**src/rtl/ps2_keyboard.sv**
```systemverilog
// rtl/ps2_keyboard.sv - PS/2 set-2 keyboard receiver and Hack key-code decoder.
module ps2_keyboard #(
  parameter int FILTER_LEN     = 8,
  parameter int TIMEOUT_CYCLES = 100000,
  parameter int DATA_WIDTH     = 16
) (
  input  logic                  CLK_50,
  input  logic                  reset,
  input  logic                  ps2_clk,
  input  logic                  ps2_data,
  output logic [DATA_WIDTH-1:0] key_code,
  output logic [7:0]            scan_code,
  output logic                  scan_valid,
  output logic                  parity_err,
  output logic                  frame_err
);

  localparam int FW = $clog2(FILTER_LEN + 1);
  localparam int TW = $clog2(TIMEOUT_CYCLES + 1);

  typedef enum logic [1:0] {S_IDLE, S_DATA, S_PARITY, S_STOP} state_t;

  logic [1:0]    clk_sync, data_sync;
  logic          clk_filt, data_filt, clk_prev, fall;
  logic [FW-1:0] clk_cnt, data_cnt;
  state_t        state, state_next;
  logic [2:0]    bit_cnt;
  logic [7:0]    shreg;
  logic          par_bit;
  logic [TW-1:0] wd_cnt;
  logic          timeout, rx_ok, rx_par, rx_frm;
  logic          ext_flag, brk_flag, shift;
  logic [8:0]    held_scan, mapped;

  always_ff @(posedge CLK_50) begin
    if (reset) begin
      clk_sync  <= 2'b11;
      data_sync <= 2'b11;
      clk_prev  <= 1'b1;
    end else begin
      clk_sync  <= {clk_sync[0], ps2_clk};
      data_sync <= {data_sync[0], ps2_data};
      clk_prev  <= clk_filt;
    end
  end

  // A level is accepted only after FILTER_LEN consecutive differing samples.
  always_ff @(posedge CLK_50) begin
    if (reset) begin
      clk_filt <= 1'b1;
      clk_cnt  <= '0;
    end else if (clk_sync[1] == clk_filt) begin
      clk_cnt <= '0;
    end else if (clk_cnt == FW'(FILTER_LEN - 1)) begin
      clk_filt <= clk_sync[1];
      clk_cnt  <= '0;
    end else begin
      clk_cnt <= clk_cnt + FW'(1);
    end
  end

  always_ff @(posedge CLK_50) begin
    if (reset) begin
      data_filt <= 1'b1;
      data_cnt  <= '0;
    end else if (data_sync[1] == data_filt) begin
      data_cnt <= '0;
    end else if (data_cnt == FW'(FILTER_LEN - 1)) begin
      data_filt <= data_sync[1];
      data_cnt  <= '0;
    end else begin
      data_cnt <= data_cnt + FW'(1);
    end
  end

  assign fall    = clk_prev & ~clk_filt;
  assign timeout = (state != S_IDLE) && !fall && (wd_cnt == TW'(TIMEOUT_CYCLES));

  always_ff @(posedge CLK_50) begin
    if (reset) state <= S_IDLE;
    else       state <= state_next;
  end

  always_comb begin
    state_next = state;
    rx_ok      = 1'b0;
    rx_par     = 1'b0;
    rx_frm     = 1'b0;
    if (timeout) begin
      state_next = S_IDLE;
      rx_frm     = 1'b1;
    end else if (fall) begin
      case (state)
        S_IDLE:   if (!data_filt) state_next = S_DATA;
        S_DATA:   if (bit_cnt == 3'd7) state_next = S_PARITY;
        S_PARITY: state_next = S_STOP;
        S_STOP: begin
          state_next = S_IDLE;
          if (!data_filt)             rx_frm = 1'b1;
          else if (^{shreg, par_bit}) rx_ok  = 1'b1;
          else                        rx_par = 1'b1;
        end
        default:  state_next = S_IDLE;
      endcase
    end
  end

  always_ff @(posedge CLK_50) begin
    if (reset) begin
      bit_cnt    <= '0;
      shreg      <= '0;
      par_bit    <= 1'b0;
      wd_cnt     <= '0;
      scan_code  <= '0;
      scan_valid <= 1'b0;
      parity_err <= 1'b0;
      frame_err  <= 1'b0;
    end else begin
      scan_valid <= rx_ok;
      parity_err <= rx_par;
      frame_err  <= rx_frm;
      if (rx_ok) scan_code <= shreg;
      if (state == S_IDLE || fall)         wd_cnt <= '0;
      else if (wd_cnt != TW'(TIMEOUT_CYCLES)) wd_cnt <= wd_cnt + TW'(1);
      if (fall) begin
        case (state)
          S_IDLE:   bit_cnt <= '0;
          S_DATA: begin
            shreg   <= {data_filt, shreg[7:1]};
            bit_cnt <= bit_cnt + 3'd1;
          end
          S_PARITY: par_bit <= data_filt;
          default:  ;
        endcase
      end
    end
  end

  // Returns {mapped, code}; letters depend on the shift state at make time.
  function automatic logic [8:0] map_key(input logic ext, input logic [7:0] sc, input logic sh);
    logic [8:0] r;
    logic [4:0] idx;
    logic       is_letter;
    r         = '0;
    idx       = '0;
    is_letter = 1'b1;
    if (ext) begin
      is_letter = 1'b0;
      case (sc)
        8'h6B: r = {1'b1, 8'd130};  8'h75: r = {1'b1, 8'd131};
        8'h74: r = {1'b1, 8'd132};  8'h72: r = {1'b1, 8'd133};
        8'h6C: r = {1'b1, 8'd134};  8'h69: r = {1'b1, 8'd135};
        8'h7D: r = {1'b1, 8'd136};  8'h7A: r = {1'b1, 8'd137};
        8'h70: r = {1'b1, 8'd138};  8'h71: r = {1'b1, 8'd139};
        default: r = '0;
      endcase
    end else begin
      case (sc)
        8'h1C: idx = 5'd0;   8'h32: idx = 5'd1;   8'h21: idx = 5'd2;   8'h23: idx = 5'd3;
        8'h24: idx = 5'd4;   8'h2B: idx = 5'd5;   8'h34: idx = 5'd6;   8'h33: idx = 5'd7;
        8'h43: idx = 5'd8;   8'h3B: idx = 5'd9;   8'h42: idx = 5'd10;  8'h4B: idx = 5'd11;
        8'h3A: idx = 5'd12;  8'h31: idx = 5'd13;  8'h44: idx = 5'd14;  8'h4D: idx = 5'd15;
        8'h15: idx = 5'd16;  8'h2D: idx = 5'd17;  8'h1B: idx = 5'd18;  8'h2C: idx = 5'd19;
        8'h3C: idx = 5'd20;  8'h2A: idx = 5'd21;  8'h1D: idx = 5'd22;  8'h22: idx = 5'd23;
        8'h35: idx = 5'd24;  8'h1A: idx = 5'd25;
        default: is_letter = 1'b0;
      endcase
      if (is_letter) begin
        r = {1'b1, (sh ? 8'd65 : 8'd97) + {3'b000, idx}};
      end else begin
        case (sc)
          8'h45: r = {1'b1, 8'd48};  8'h16: r = {1'b1, 8'd49};
          8'h1E: r = {1'b1, 8'd50};  8'h26: r = {1'b1, 8'd51};
          8'h25: r = {1'b1, 8'd52};  8'h2E: r = {1'b1, 8'd53};
          8'h36: r = {1'b1, 8'd54};  8'h3D: r = {1'b1, 8'd55};
          8'h3E: r = {1'b1, 8'd56};  8'h46: r = {1'b1, 8'd57};
          8'h29: r = {1'b1, 8'd32};  8'h5A: r = {1'b1, 8'd128};
          8'h66: r = {1'b1, 8'd129}; 8'h76: r = {1'b1, 8'd140};
          default: r = '0;
        endcase
      end
    end
    return r;
  endfunction

  assign mapped = map_key(ext_flag, scan_code, shift);

  always_ff @(posedge CLK_50) begin
    if (reset) begin
      ext_flag  <= 1'b0;
      brk_flag  <= 1'b0;
      shift     <= 1'b0;
      held_scan <= '0;
      key_code  <= '0;
    end else if (scan_valid) begin
      if (scan_code == 8'hE0) begin
        ext_flag <= 1'b1;
      end else if (scan_code == 8'hF0) begin
        brk_flag <= 1'b1;
      end else begin
        ext_flag <= 1'b0;
        brk_flag <= 1'b0;
        if (!ext_flag && (scan_code == 8'h12 || scan_code == 8'h59)) begin
          shift <= !brk_flag;
        end else if (brk_flag) begin
          if ({ext_flag, scan_code} == held_scan) begin
            key_code  <= '0;
            held_scan <= '0;
          end
        end else if (mapped[8]) begin
          key_code  <= DATA_WIDTH'(mapped[7:0]);
          held_scan <= {ext_flag, scan_code};
        end
      end
    end
  end

endmodule

```
**config.mk**
```make
export PLATFORM = sky130hd
export DESIGN_NAME = ps2_keyboard
export DESIGN_NICKNAME = d
export VERILOG_FILES = /design/src/rtl/ps2_keyboard.sv
export SDC_FILE = /design/constraint.sdc
export NUM_CORES = 1
export LEC_CHECK = 0
export ABC_CLOCK_PERIOD_IN_PS = 5400
export CAP_MARGIN = 5
export CORE_AREA = 5 5 141 143
export CTS_BUF_LIST = sky130_fd_sc_hd__clkbuf_8
export CTS_CLUSTER_SIZE = 25
export DETAILED_ROUTE_END_ITERATION = 7
export DIE_AREA = 0 0 146 148
export PLACE_DENSITY = 0.41
export SETUP_SLACK_MARGIN = 0.4
export SLEW_MARGIN = 0
export SYNTH_ARGS = -nofsm -noshare
export SYNTH_HDL_FRONTEND = slang
export SYNTH_SLANG_ARGS = --single-unit
```
**constraint.sdc**
```tcl
create_clock -name CLK_50 -period 5.4 [get_ports CLK_50]
set_clock_uncertainty 0.1 [all_clocks]
set_input_delay 0.81 -clock CLK_50 [delete_from_list [all_inputs] [get_ports CLK_50]]
set_output_delay 0.81 -clock CLK_50 [all_outputs]
set_load 0.02 [all_outputs]
```
* Word-level counts from Yosys, hierarchy flattened
Index checks and enable logic that the tools add are counted.
** Operators by class
- $add $sub $neg :: 5
- Equal/unequal tests :: 69
- Mux-type cells :: 32
- Bitwise gates (word level) :: 10
- Reductions and logical operators :: 29
** Operators with widths (count)
- equality test 8 x 6 -> 1 bit (second input constant) :: 23
- equality test 8 x 7 -> 1 bit (second input constant) :: 21
- one-hot mux 9 bit (14 select lines) :: 1
- one-hot mux 5 bit (25 select lines) :: 1
- one-hot mux 9 bit (10 select lines) :: 1
- equality test 8 x 5 -> 1 bit (second input constant) :: 8
- 2-to-1 mux 16 bit :: 3
- 2-to-1 mux 9 bit :: 5
- OR reduction 26 bit :: 1
- adder 17 x 1 -> 17 bit (second input constant) :: 1
- equality test 17 bit (second input constant) :: 1
- != test 17 bit (second input constant) :: 1
- equality test 8 bit (second input constant) :: 2
- 2-to-1 mux 1 bit :: 15
- AND reduction 2 bit :: 7
- equality test 9 bit :: 1
- NOT 1 bit :: 9
- parity 9 bit :: 1
- adder 4 x 1 -> 4 bit (second input constant) :: 2
- adder 7 x 5 -> 8 bit :: 1
- equality test 4 x 3 -> 1 bit (second input constant) :: 2
- one-hot mux 2 bit (4 select lines) :: 1
- 2-to-1 mux 6 bit :: 1
- != test 2 bit (second input constant) :: 3
- 21 further kinds :: 33
** Storage, ports and cells
- Register bits :: 85
- Input port bits :: 4
- Output and inout port bits :: 27
- Logic and storage cells :: 166

* Logic depth before layout (Yosys ltp)
Gate-level depths: netlist of run 1.
- Depth after elaboration :: 8
- Gate-level depth with buffers :: 11
- Depth with buffers taken out :: 8

* Worst setup path before layout of run 1
Ideal clock, no wire load.
- Kind :: reg2reg
- Start point :: register scan_code[6]
- End point :: register held_scan[8]
- Library setup time :: 0.117 ns
- Arrival time :: 2.288 ns
- Required time :: 5.183 ns
- Slack :: 2.895 ns
- Cell stages (with the launch flop) :: 10
- Buffers on the path :: 3
- Clock period less this slack :: 2.505 ns
- Path through :: dfxtp_1 buf_6 buf_6 nand3b_1 or4_1 a31o_1 a311oi_2 nor3_2 buf_6 a22o_1
** On the way
- Cells in the longest elaborated chain, start to end :: 8
- Elaborated cells on any way between the ends :: 70
- Classes of those cells :: eq/ne (56); mux (6); bitwise (3); reduce/logical (5)
** Ends and longest elaborated chain
- from (decl) :: RTL line 12 : output logic [7:0] scan_code,
- from (signal assigned) :: RTL line 122 : if (rx_ok) scan_code <= shreg;
- equality test 8 x 5 -> 1 bit (tied with other cells) :: RTL line 158 : case (sc)
- OR reduction 26 bit (no source line)
- 2-to-1 mux 1 bit :: RTL line 158
- 2-to-1 mux 1 bit :: RTL line 147 : if (ext) begin
- 2-to-1 mux 9 bit :: RTL line 168 : if (is_letter) begin
- 2-to-1 mux 9 bit :: RTL line 147
- nonzero test 2 bit (no source line)
- AND reduction 6 bit (no source line) (*)
- to (signal assigned) :: RTL line 212 : held_scan <= {ext_flag, scan_code};
- to (decl) :: RTL line 33 : logic [8:0] held_scan, mapped;
Mark *: on every way between the ends. The rest lies on a longest branch, timed or not. The select of a mux whose other input is x is not followed.
A chain may end at the register's enable or synchronous reset.

* Worst setup path after layout of run 1
- Start point :: register scan_code[1]
- End point :: register held_scan[4]
The elaborated chain is that of the path after synthesis.

==> out/summary.txt, run 1 <==
========================================================================================================
Synthesized area per cell .................................................................   8.696 um^2
Final std cells w/o fill ..................................................................          759
Overall track demand over capacity in global routing ......................................       0.1053
Port Buffer Count .........................................................................           22
Depth of the most critical reg-to-reg path ................................................            7
Total Neg Setup Slack .....................................................................         0 ns
Remaining Overflow, GRT ...................................................................            0
Die area ..................................................................................  21,610 um^2
TritonCTS Sinks ...........................................................................           77
Clock latency on the worst-skew pair ......................................................      0.37 ns
Setup Slack @ Placement ...................................................................     1.982 ns
Final estimated routing congestion in global placement ....................................       0.8576
Commonest register cell after synthesis ...................................................      dfxtp_1
Cell area after technology mapping ........................................................    4513 um^2
Post-CTS Setup Bufs .......................................................................            0
Number of endpoints failing setup at the final stage ......................................            0
Total power divided by cell area .......................................................... 210.7 nW/um^2
CTS tree ..................................................................................        built
DRT iter0 DRCs ............................................................................          335
Placeable Area ............................................................................  18,460 um^2
Post-detailed-route DRC marker count ......................................................            0
Total met3 wirelength after detailed routing ..............................................       464 um
Proportion of total power due to net switching ............................................       0.2319
Vias/cell .................................................................................        4.868
CTS root buffer ...........................................................................     clkbuf_8
Pin count of the biggest net entering global routing ......................................           43
Layout fillers ............................................................................        1,986
Area fraction of the dominant cell type after synthesis ...................................       0.3416
Core occupancy in the finished layout .....................................................       0.2692
Flip-flop and latch count after synthesis .................................................           77
Arrival time of the worst setup path ......................................................      3.68 ns
Detailed-route wire length ................................................................    11,050 um
Type of the worst setup path ..............................................................      reg2reg
Number of gates given a new drive strength after cts ......................................            0
Fraction of final layout cells sized beyond drive strength 1 ..............................      0.08000
Die X-Extent ..............................................................................       146 um
ANT cells .................................................................................            0
Relative slew slack .......................................................................       0.3024
Pint ......................................................................................    0.8041 mW
Vias in the first global route ............................................................        3,661
Total count of hold-check failures in the final report ....................................            0
Final worst-path cycle share ..............................................................       0.6433
Worst stage delay on the critical path ....................................................      0.93 ns
Detail Route Antenna Nets .................................................................            0
Routed met1 length ........................................................................      5200 um
Final layout net count ....................................................................          535
CTS Buf Count .............................................................................            9
Sequential cell fraction of total power ...................................................        0.544
Routed vias ...............................................................................        3,695
Sort of element at the start of the critical path .........................................    flip-flop
Die Y .....................................................................................       148 um
Number of maximum-capacitance violations ..................................................            0
Result of the run ......................................................................... finished clean
Maximum vdd drop ..........................................................................    0.1353 mV
FFs w/ async S/R, synth ...................................................................            0
Endpoint class of the critical path .......................................................    flip-flop
Cells taking the most area after synthesis ................................................ dfxtp_1 (34%), xnor2_1 (4.9%), nor2_1 (4.7%), nand2_1 (3.5%), xor2_1 (3.3%)
Sequential-to-total area share from yosys stat ............................................       0.3416
Synthesis-to-finish area growth ...........................................................       10.09%
Post-CTS clock slew at the launch and capture registers of the worst setup and hold paths .      0.09 ns
Least setup slack across all paths after layout ...........................................     1.926 ns
Post-Place Cells ..........................................................................          743
Unique cell type count in the Yosys netlist ...............................................           74
Critical Path RT ..........................................................................      5.61 ns
Cell depth of the worst min-delay path ....................................................            1
Hold-fix buffers, CTS .....................................................................            0
EDFF count, synth .........................................................................            0
Count of yosys warnings during synthesis ..................................................            0
Wire length of the first global-routing pass ..............................................    18,510 um
Actual slew at the worst max-slew pin .....................................................     1.045 ns
Gate count of the mapped netlist ..........................................................          519
Time the final worst path needs with I/O delays and setup .................................     3.474 ns
Upper clock frequency limit ...............................................................    287.8 MHz
Clock tree buffer depth ...................................................................            2
Total length of routed met2 wires .........................................................      5154 um
Total net switching power .................................................................    0.2427 mW
Max-slew violations .......................................................................            0
Min-delay worst type ......................................................................      reg2reg
First-pass iteration count of the detailed router .........................................            4
Highest metal used ........................................................................         met4
Relative contribution of combinational cells to total power ...............................        0.017
Num rows ..................................................................................           50
Most area-hungry cell type in the Yosys netlist ...........................................      dfxtp_1
Clock network power share .................................................................        0.438
Antenna violations before repair ..........................................................            0
Initial core utilization ..................................................................       0.2445
Crit path cell chain ...................................................................... nor2b_1 -> a32oi_1 -> o22ai_1 -> and4bb_4 -> a311oi_2 -> nor3_2 -> a22o_1
Clock H-tree levels .......................................................................            3
Average wire per cell in the routed design ................................................     14.56 um
Static leakage ............................................................................     1.660 nW
Crit-path max FO ..........................................................................           28
Post-detail-place hpwl ....................................................................      7653 um
Boundary pin count ........................................................................           31
Cell with the largest stage delay on the worst path .......................................      dfxtp_1
Setup repair after global routing missed its margin .......................................           no
========================================================================================================
==> path summary, 6_finish.rpt <==
| kind | to | start | slack (ns) |
|---|---|---|---|
| setup / recovery | held_scan[4] | scan_code[1] | 1.93 |
| hold / removal | data_sync[1] | data_sync[0] | 0.31 |
| setup reg to reg | held_scan[4] | scan_code[1] | 1.93 |
| hold reg to reg | data_sync[1] | data_sync[0] | 0.31 |
==> metrics by stage <==
step	instance area, um^2	hold WS [ns]	power [mW]
after floorplan	4539	0.2895	0.6011
after global placement	4762	0.2938	0.6014
after detailed placement	4762	0.2936	0.6014
after CTS	4969	0.3129	1.073
after global routing	4969	0.3291	1.095
final	4969	0.3099	1.047
==> critical path: cells and delay by family (launching register included) <==
kind	cells	cell delay, ns
compound gates	4	0.83
flops	1	0.93
simple gates	3	1.56
==> cells by family after synthesis <==
logic type / Yosys count / synth area share
and+or+nand+nor: 212 / 0.2656
muxes: 11 / 0.02440
AOI/OAI and AO/OA: 105 / 0.1697
buffers and inverters: 60 / 0.08594
adders and majority gates: 11 / 0.03050
xor gates and xnor gates: 42 / 0.08151
DFF: 77 / 0.3416
other: 1 / 0.0008309
==> sequential cells by signal, indices dropped and copies added, names as in the netlist, 2 cells and up <==
signal	flops
scan_code	8
key_code	8
shreg	8
state	2
clk_cnt	4
bit_cnt	3
data_sync	2
clk_sync	2
data_cnt	4
wd_cnt	17
held_scan	9
==> synthesized netlist by cell type (4+ instances only) <==
| cell type | instances |
|---|---|
| a31oi_1 | 8 |
| dfxtp_1 | 77 |
| mux2i_1 | 11 |
| inv_1 | 14 |
| a22oi_1 | 5 |
| buf_4 | 14 |
| nand4_1 | 11 |
| and2_1 | 4 |
| o22ai_1 | 4 |
| nand2b_1 | 7 |
| a32o_1 | 7 |
| xnor2_1 | 25 |
| nor2_1 | 57 |
| a22o_1 | 10 |
| buf_2 | 6 |
| o21ai_0 | 17 |
| buf_6 | 10 |
| nor3_1 | 8 |
| ha_1 | 11 |
| nand3_1 | 17 |
| nor2b_1 | 15 |
| xor2_1 | 17 |
| clkbuf_1 | 12 |
| nand2_1 | 42 |
| or3_1 | 6 |
| or2_2 | 5 |
| a21oi_1 | 20 |
| and3_1 | 4 |
==> layer usage <==
metal  up-vias  track usage
met3        21      0.03311
met1      1767       0.1310
li1       1837            -
met5         -            0
met4         0      0.03575
met2        70       0.1733
==> placed cells by master (no fill, tap or decap), types with 10 or more instances in the layout <==
cell             instances
mux2i_1                 11
xnor2_1                 25
nand3_1                 17
nand4_1                 11
clkbuf_8                10
dfxtp_1                 77
nand2_1                 42
clkdlybuf4s50_1         22
a22o_1                  10
nor2_1                  57
xor2_1                  17
inv_1                   15
o21ai_0                 17
a21oi_1                 20
nor2b_1                 15
ha_1                    11
==> power groups by stage <==
stage               clock network [mW]  logic (mW)  registers (mW)
detailed placement                   0      0.0181           0.583
global route                     0.505      0.0198           0.570
global placement                     0      0.0181           0.583
finish                           0.459      0.0179           0.570
CTS                              0.484      0.0181           0.570
floorplan                            0      0.0179           0.583
==> final cells by class <==
class / instances / area, um^2 / share of cell area
multi-input combinational: 389 / 2610 / 0.5253
timing repair buffer: 27 / 257.7 / 0.05188
tap: 234 / 292.8 / 0.05893
clock buffer: 10 / 137.6 / 0.02770
clock inverter: 6 / 68.82 / 0.01385
inverter: 16 / 60.06 / 0.01209
sequential: 77 / 1541 / 0.3102
(Power assumes the default switching activity.)
==> run 2, diff against run 1 <==
--- a/config.mk
+++ b/config.mk
@@ -5,7 +5,7 @@
 export SDC_FILE = /design/constraint.sdc
 export NUM_CORES = 1
 export LEC_CHECK = 0
-export ABC_CLOCK_PERIOD_IN_PS = 5400
+export ABC_CLOCK_PERIOD_IN_PS = 3200
 export CAP_MARGIN = 5
 export CORE_AREA = 5 5 141 143
 export CTS_BUF_LIST = sky130_fd_sc_hd__clkbuf_8
==> constraint.sdc (replaced) <==
create_clock -name CLK_50 -period 3.2 [get_ports CLK_50]
set_clock_uncertainty 0.1 [all_clocks]
set_input_delay 0.48 -clock CLK_50 [delete_from_list [all_inputs] [get_ports CLK_50]]
set_output_delay 0.48 -clock CLK_50 [all_outputs]
set_load 0.02 [all_outputs]
==> run 2 against run 1 <==
Effect of this change: via count up 0.89%; global-route usage is essentially flat; highest routed layer unchanged; largest power group unchanged; clock power rose by 49%; fmax up 29%; critical path type unchanged.
==> out/summary.txt, run 2 (synthesized netlist as in run 1, its figures left out) <==
========================================================================================================
Result of the run ......................................................................... finished clean
Post-layout total power ...................................................................     1.680 mW   +61%
Time the final worst path needs with I/O delays and setup .................................     2.685 ns   -0.7895 ns
Most frequent cells in the layout ......................................................... dfxtp_1 (71), nor2_1 (56), nand2_1 (42)
Die area ..................................................................................  21,610 um^2   unchanged
Post-detail-place hpwl ....................................................................      8418 um   +10%
Top reg by flops ..........................................................................       wd_cnt
Post-Place Cells ..........................................................................          761   +2.4%
Total count of hold-check failures in the final report ....................................            0   unchanged
Vias in the first global route ............................................................        3,672   +0.30%
Post-CTS clock slew at the launch and capture registers of the worst setup and hold paths .      0.08 ns   about the same
Synthesis-to-finish area growth ...........................................................       15.83%
Final std cells w/o fill ..................................................................          781   +2.9%
Placeable Area ............................................................................  18,460 um^2   unchanged
Num rows ..................................................................................           50   unchanged
Worst stage delay on the critical path ....................................................      0.42 ns   -0.51 ns
Least setup slack across all paths after layout ...........................................    0.5155 ns   -1.410 ns
Layout fillers ............................................................................        1,986   unchanged
Min-delay worst type ......................................................................      reg2reg
Setup Slack @ Placement ...................................................................    0.1376 ns   -1.845 ns
Die X-Extent ..............................................................................       146 um   unchanged
Maximum vdd drop ..........................................................................    0.2200 mV   +63%
Clock latency on the worst-skew pair ......................................................      0.35 ns   -0.02 ns
Total Neg Setup Slack .....................................................................         0 ns   unchanged
Upper clock frequency limit ...............................................................    372.5 MHz   +29%
Arrival time of the worst setup path ......................................................      2.82 ns   -0.86 ns
Max-slew violations .......................................................................            0   unchanged
Hold path startpoint ......................................................................  clk_sync[0]
Die Y .....................................................................................       148 um   unchanged
Crit-path max FO ..........................................................................           16   -43%
Depth of the most critical reg-to-reg path ................................................            9   +2
Post-detailed-route DRC marker count ......................................................            0   unchanged
Cell depth of the worst min-delay path ....................................................            1   unchanged
CTS Buf Count .............................................................................            9   unchanged
Final layout net count ....................................................................          557   +4.1%
Cell with the largest stage delay on the worst path .......................................    a2111oi_4
Total power divided by cell area .......................................................... 321.5 nW/um^2   +53%
ANT cells .................................................................................            0   unchanged
Vias/cell .................................................................................        4.773   -1.9%
Worst hold path endpoint ..................................................................  clk_sync[1]
Relative slew slack .......................................................................       0.5742   +0.2718
Crit path cell chain ...................................................................... buf_4 -> nor2_2 -> a41oi_1 -> a2111oi_4 -> and4bb_4 -> a311oi_4 -> nor3_4 -> buf_12 -> a22o_1
Clock H-tree levels .......................................................................            3   unchanged
Setup repair after global routing missed its margin .......................................           no
Clock tree buffer depth ...................................................................            2   unchanged
Routed vias ...............................................................................        3,728   +0.89%
Sort of element at the start of the critical path .........................................    flip-flop
Static leakage ............................................................................     1.777 nW   +7.1%
Final estimated routing congestion in global placement ....................................       0.8511   -0.76%
TritonCTS Sinks ...........................................................................           77   unchanged
Max reg flops .............................................................................           17   unchanged
Remaining Overflow, GRT ...................................................................            0   unchanged
Area after DPL ............................................................................    4922 um^2   +3.4%
Fin Hold WS ...............................................................................    0.3109 ns   +0.001040 ns
Pin count of the biggest net entering global routing ......................................           21   -51%
Critical Path RT ..........................................................................      3.34 ns   -2.27 ns
Non-Filler Cell Area, Final ...............................................................    5228 um^2   +5.2%
Detail Route Antenna Nets .................................................................            0   unchanged
CTS tree ..................................................................................        built
Port Buffer Count .........................................................................           22   unchanged
Final worst-path cycle share ..............................................................       0.8389   +0.1956
Top flop regs ............................................................................. wd_cnt: 17 flops, held_scan: 9 flops
Average wire per cell in the routed design ................................................     14.70 um   +0.96%
Detailed-route wire length ................................................................    11,480 um   +3.9%
Fraction of final layout cells sized beyond drive strength 1 ..............................       0.1389   +0.05894
Antenna violations before repair ..........................................................            0   unchanged
Wire length of the first global-routing pass ..............................................    18,770 um   +1.4%
Initial core utilization ..................................................................       0.2445   unchanged
Endpoint class of the critical path .......................................................    flip-flop
Boundary pin count ........................................................................           31   unchanged
Overall track demand over capacity in global routing ......................................       0.1054   +0.0001430
Reg2Reg Launch Point ...................................................................... scan_code[0]
Most common library cell in the layout ignoring fill and taps .............................      dfxtp_1
First-pass iteration count of the detailed router .........................................            5   +1
Number of maximum-capacitance violations ..................................................            0   unchanged
Capture point of the worst reg-to-reg path ................................................ held_scan[4]
DRT iter0 DRCs ............................................................................          224   -33%
CTS root buffer ...........................................................................     clkbuf_8
Type of the worst setup path ..............................................................      reg2reg
Worst reg2reg setup slack .................................................................      0.52 ns   -1.41 ns
Number of endpoints failing setup at the final stage ......................................            0   unchanged
Actual slew at the worst max-slew pin .....................................................    0.6374 ns   -0.4076 ns
Core occupancy in the finished layout .....................................................       0.2833   +0.01403
========================================================================================================
==> run 2: worst max-delay path by stage <==
| stage | startpoint | to |
|---|---|---|
| 6_report | scan_code[0] | held_scan[4] |
| 3_3_place_gp | scan_code[4] | held_scan[5] |
| 4_1_cts | scan_code[0] | held_scan[5] |
| 2_1_floorplan | scan_code[6] | held_scan[8] |
| 5_1_grt | scan_code[0] | key_code[5] |
| 3_5_place_dp | scan_code[4] | held_scan[5] |
==> run 2: timing repair <==
item	in CTS	in global routing
hold endpoints to repair	0	0
setup endpoints to repair	16	17
hold buffers	0	0
buffers inserted	0	4
resized for setup	2	16
pin swaps	1	4
==> run 2: layer usage <==
metal | track usage | part of all wire | vias up
met1 | 0.1320 | 0.47 | 1763
met2 | 0.1749 | 0.48 | 69
met4 | 0.03857 | 0.019 | 0
met5 | 0 | 0 | -
met3 | 0.02820 | 0.034 | 17
li1 | - | - | 1879
==> run 2: worst max-delay path: cells and delay by family (launching register included) <==
kind	cells	cell delay, ns
AO/OA/AOI/OAI	4	1.13
AND/OR/NAND/NOR	3	0.58
flip-flops	1	0.39
buffers and inverters	2	0.37
==> run 2: power by group <==
group / switching [mW] / internal, mW
Combinational: 0.0243 / 0.0117
Clock: 0.359 / 0.324
Sequential: 0.00134 / 0.960
Total: 0.385 / 1.30
==> run 2: area by class of cell <==
class / instances / area [um^2] / share of cell area
flip-flops and latches: 77 / 1549 / 0.2963
well taps: 234 / 292.8 / 0.05601
inverters: 16 / 60.06 / 0.01149
clock buffers: 11 / 151.4 / 0.02896
repair buffers: 49 / 471.7 / 0.09023
multi-input cells: 389 / 2669 / 0.5105
clock inverters: 5 / 33.78 / 0.006462
==> run 3, diff against run 2 <==
--- a/config.mk
+++ b/config.mk
@@ -5,7 +5,7 @@
 export SDC_FILE = /design/constraint.sdc
 export NUM_CORES = 1
 export LEC_CHECK = 0
-export ABC_CLOCK_PERIOD_IN_PS = 3200
+export ABC_CLOCK_PERIOD_IN_PS = 2750
 export CAP_MARGIN = 5
 export CORE_AREA = 5 5 141 143
 export CTS_BUF_LIST = sky130_fd_sc_hd__clkbuf_8
==> constraint.sdc (replaced) <==
create_clock -name CLK_50 -period 2.75 [get_ports CLK_50]
set_clock_uncertainty 0.1 [all_clocks]
set_input_delay 0.4125 -clock CLK_50 [delete_from_list [all_inputs] [get_ports CLK_50]]
set_output_delay 0.4125 -clock CLK_50 [all_outputs]
set_load 0.02 [all_outputs]
==> run 3 against run 2 <==
Effect of this change: count of clock-buffer cells in the layout down 2; utilization up 3.4 points; first-iteration DRC count down 21%; clock power up 45%; routed wire length up 8.8%; highest routed layer unchanged; sequential power up 16%; register-to-register slack worse by 0.35 ns; design area up 12%; worst hold slack worse by 0.0046 ns.
==> out/summary.txt, run 3 (synthesized netlist as in run 1, its figures left out) <==
========================================================================================================
Top flop regs ............................................................................. wd_cnt: 17 flops, held_scan: 9 flops
Detail Route Antenna Nets .................................................................            0   unchanged
Max reg flops .............................................................................           17   unchanged
Post-detailed-route DRC marker count ......................................................            0   unchanged
Wire length of the first global-routing pass ..............................................    20,330 um   +8.3%
Total Neg Setup Slack .....................................................................         0 ns   unchanged
Final std cells w/o fill ..................................................................          837   +7.2%
Boundary pin count ........................................................................           31   unchanged
Max-slew violations .......................................................................            0   unchanged
Cell with the largest stage delay on the worst path .......................................        or4_1
Die X-Extent ..............................................................................       146 um   unchanged
CTS Buf Count .............................................................................            9   unchanged
Clock latency on the worst-skew pair ......................................................      0.36 ns   about the same
Pint ......................................................................................     1.714 mW   +32%
Area after DPL ............................................................................    5192 um^2   +5.5%
Setup repair after global routing missed its margin .......................................          yes
Relative slew slack .......................................................................       0.6036   +0.02945
Most common library cell in the layout ignoring fill and taps .............................        buf_4
Vias in the first global route ............................................................        3,863   +5.2%
Port Buffer Count .........................................................................           22   unchanged
Most frequent cell on the critical path ...................................................        buf_6
Hold-fix buffers, CTS .....................................................................            0   unchanged
Final worst-path cycle share ..............................................................       0.9412   +0.1023
Initial core utilization ..................................................................       0.2445   unchanged
Multi-input gate area in the final layout .................................................    2793 um^2   +4.6%
Result of the run ......................................................................... finished clean
Min-delay worst type ......................................................................      reg2reg
Worst stage delay on the critical path ....................................................      0.60 ns   +0.18 ns
Total power divided by cell area .......................................................... 366.0 nW/um^2   +14%
Family with the most delay on the worst path .............................................. simple AND/OR/NAND/NOR gates
Number of maximum-capacitance violations ..................................................            0   unchanged
Detailed-route wire length ................................................................    12,500 um   +8.8%
Proportion of total power due to net switching ............................................       0.2010   -0.02803
Sequential cell fraction of total power ...................................................        0.519   -0.053
ANT cells .................................................................................            0   unchanged
Total count of hold-check failures in the final report ....................................            0   unchanged
Type of the worst setup path ..............................................................      reg2reg
Crit-path max FO ..........................................................................            8   -8
Crit path cell chain ...................................................................... buf_6 -> buf_6 -> buf_4 -> and4b_1 -> o2111ai_1 -> nand2b_1 -> or4_1 -> inv_2 -> nor3_4 -> a22o_1
Upper clock frequency limit ...............................................................    386.3 MHz   +3.7%
TritonCTS Sinks ...........................................................................           77   unchanged
Pin count of the biggest net entering global routing ......................................           33   +57%
Post-CTS clock slew at the launch and capture registers of the worst setup and hold paths .      0.08 ns   about the same
Vias/cell .................................................................................        4.820   +0.97%
Non-Filler Cell Area, Final ...............................................................    5862 um^2   +12%
Post-Place Cells ..........................................................................          793   +4.2%
Layout fillers ............................................................................        1,923   -3.2%
Routed vias ...............................................................................        4,034   +8.2%
Fin Hold WS ...............................................................................    0.3064 ns   -0.004554 ns
First-pass iteration count of the detailed router .........................................            5   unchanged
Critical path buffer and inverter count ...................................................            4   +2
Setup Slack @ Placement ...................................................................   -0.1018 ns   -0.2394 ns
Final estimated routing congestion in global placement ....................................       0.8961   +5.3%
Antenna violations before repair ..........................................................            0   unchanged
Clock network power share .................................................................        0.462   +0.055
Overall track demand over capacity in global routing ......................................       0.1153   +0.009824
CTS root buffer ...........................................................................     clkbuf_8
Fraction of final layout cells sized beyond drive strength 1 ..............................       0.2488   +0.1098
Post-detail-place hpwl ....................................................................      8869 um   +5.4%
Most frequent cells in the layout ......................................................... buf_4 (70), dfxtp_1 (69), nor2_1 (53)
Endpoint class of the critical path .......................................................    flip-flop
Sort of element at the start of the critical path .........................................    flip-flop
Final layout net count ....................................................................          615   +10%
Die area ..................................................................................  21,610 um^2   unchanged
Sequential cell area ......................................................................    1567 um^2   +1.1%
Arrival time of the worst setup path ......................................................      2.73 ns   -0.09 ns
Die Y .....................................................................................       148 um   unchanged
Average wire per cell in the routed design ................................................     14.93 um   +1.6%
DRT iter0 DRCs ............................................................................          178   -21%
Critical Path RT ..........................................................................      2.89 ns   -0.45 ns
Remaining Overflow, GRT ...................................................................            0   unchanged
Core occupancy in the finished layout .....................................................       0.3176   +0.03437
Num rows ..................................................................................           50   unchanged
Least setup slack across all paths after layout ...........................................    0.1616 ns   -0.3538 ns
Synthesis-to-finish area growth ...........................................................       29.89%
Worst reg2reg setup slack .................................................................      0.16 ns   -0.35 ns
Static leakage ............................................................................     2.126 nW   +20%
Time the final worst path needs with I/O delays and setup .................................     2.588 ns   -0.09617 ns
Clock H-tree levels .......................................................................            3   unchanged
Maximum vdd drop ..........................................................................    0.2680 mV   +22%
Actual slew at the worst max-slew pin .....................................................    0.5865 ns   -0.05086 ns
Number of endpoints failing setup at the final stage ......................................            0   unchanged
CTS tree ..................................................................................        built
Clock tree buffer depth ...................................................................            2   unchanged
Top reg by flops ..........................................................................       wd_cnt
Relative contribution of combinational cells to total power ...............................        0.019   -0.002
Placeable Area ............................................................................  18,460 um^2   unchanged
Total net switching power .................................................................    0.4311 mW   +12%
Post-layout total power ...................................................................     2.145 mW   +28%
========================================================================================================
## run 3: cell count changes in the layout (fill, tap and decap cells not counted), sizes merged
cell	delta
bufinv	+3
buf	+54
nor2	+1
clkinvlp	-2
clkinv	-1
nor3	+1
## run 3: path summary, 6_finish.rpt
kind,start,end,depth (start not counted)
hold reg to reg,data_sync[0],data_sync[1],1
setup reg to reg,scan_code[3],held_scan[5],10
setup / recovery,scan_code[3],held_scan[5],10
hold / removal,data_sync[0],data_sync[1],1
## run 3: layout make-up
cell class              instances  share of cell area
multi-input cells             391              0.4764
flip-flops and latches         77              0.2672
repair buffers                105              0.1575
well taps                     234             0.04995
clock buffers                   9             0.02113
clock inverters                 5             0.01750
inverters                      16             0.01025
## run 3: worst register-to-register path, delay by kind of cell, from the launching register on
kind	cells	cell delay [ns]
AOI/OAI and AO/OA	2	0.51
DFF	1	0.38
and+or+nand+nor	4	0.99
buffers and inverters	4	0.52
## run 3: routing by layer
metal  vias to the layer above  part of all wire  GRT usage
met2                       104              0.48     0.1921
met3                        20             0.045    0.02943
li1                       1997                 -          -
met4                         0             0.020    0.03763
met5                         -                 0          0
met1                      1913              0.46     0.1462
## run 3: what timing repair did
item	4_1_cts	5_1_grt
cloned	2	1
setup endpoints to repair	17	18
resized for setup	24	19
buffers inserted	17	10
pin swaps	22	14
## run 3: power groups by stage
| stage | sequential, mW | clock (mW) | combinational [mW] |
|---|---|---|---|
| 2_1_floorplan | 1.14 | 0 | 0.0351 |
| 3_3_place_gp | 1.14 | 0 | 0.0371 |
| 3_5_place_dp | 1.14 | 0 | 0.0371 |
| 4_1_cts | 1.11 | 1.03 | 0.0410 |
| 5_1_grt | 1.11 | 1.08 | 0.0443 |
| 6_report | 1.11 | 0.991 | 0.0406 |
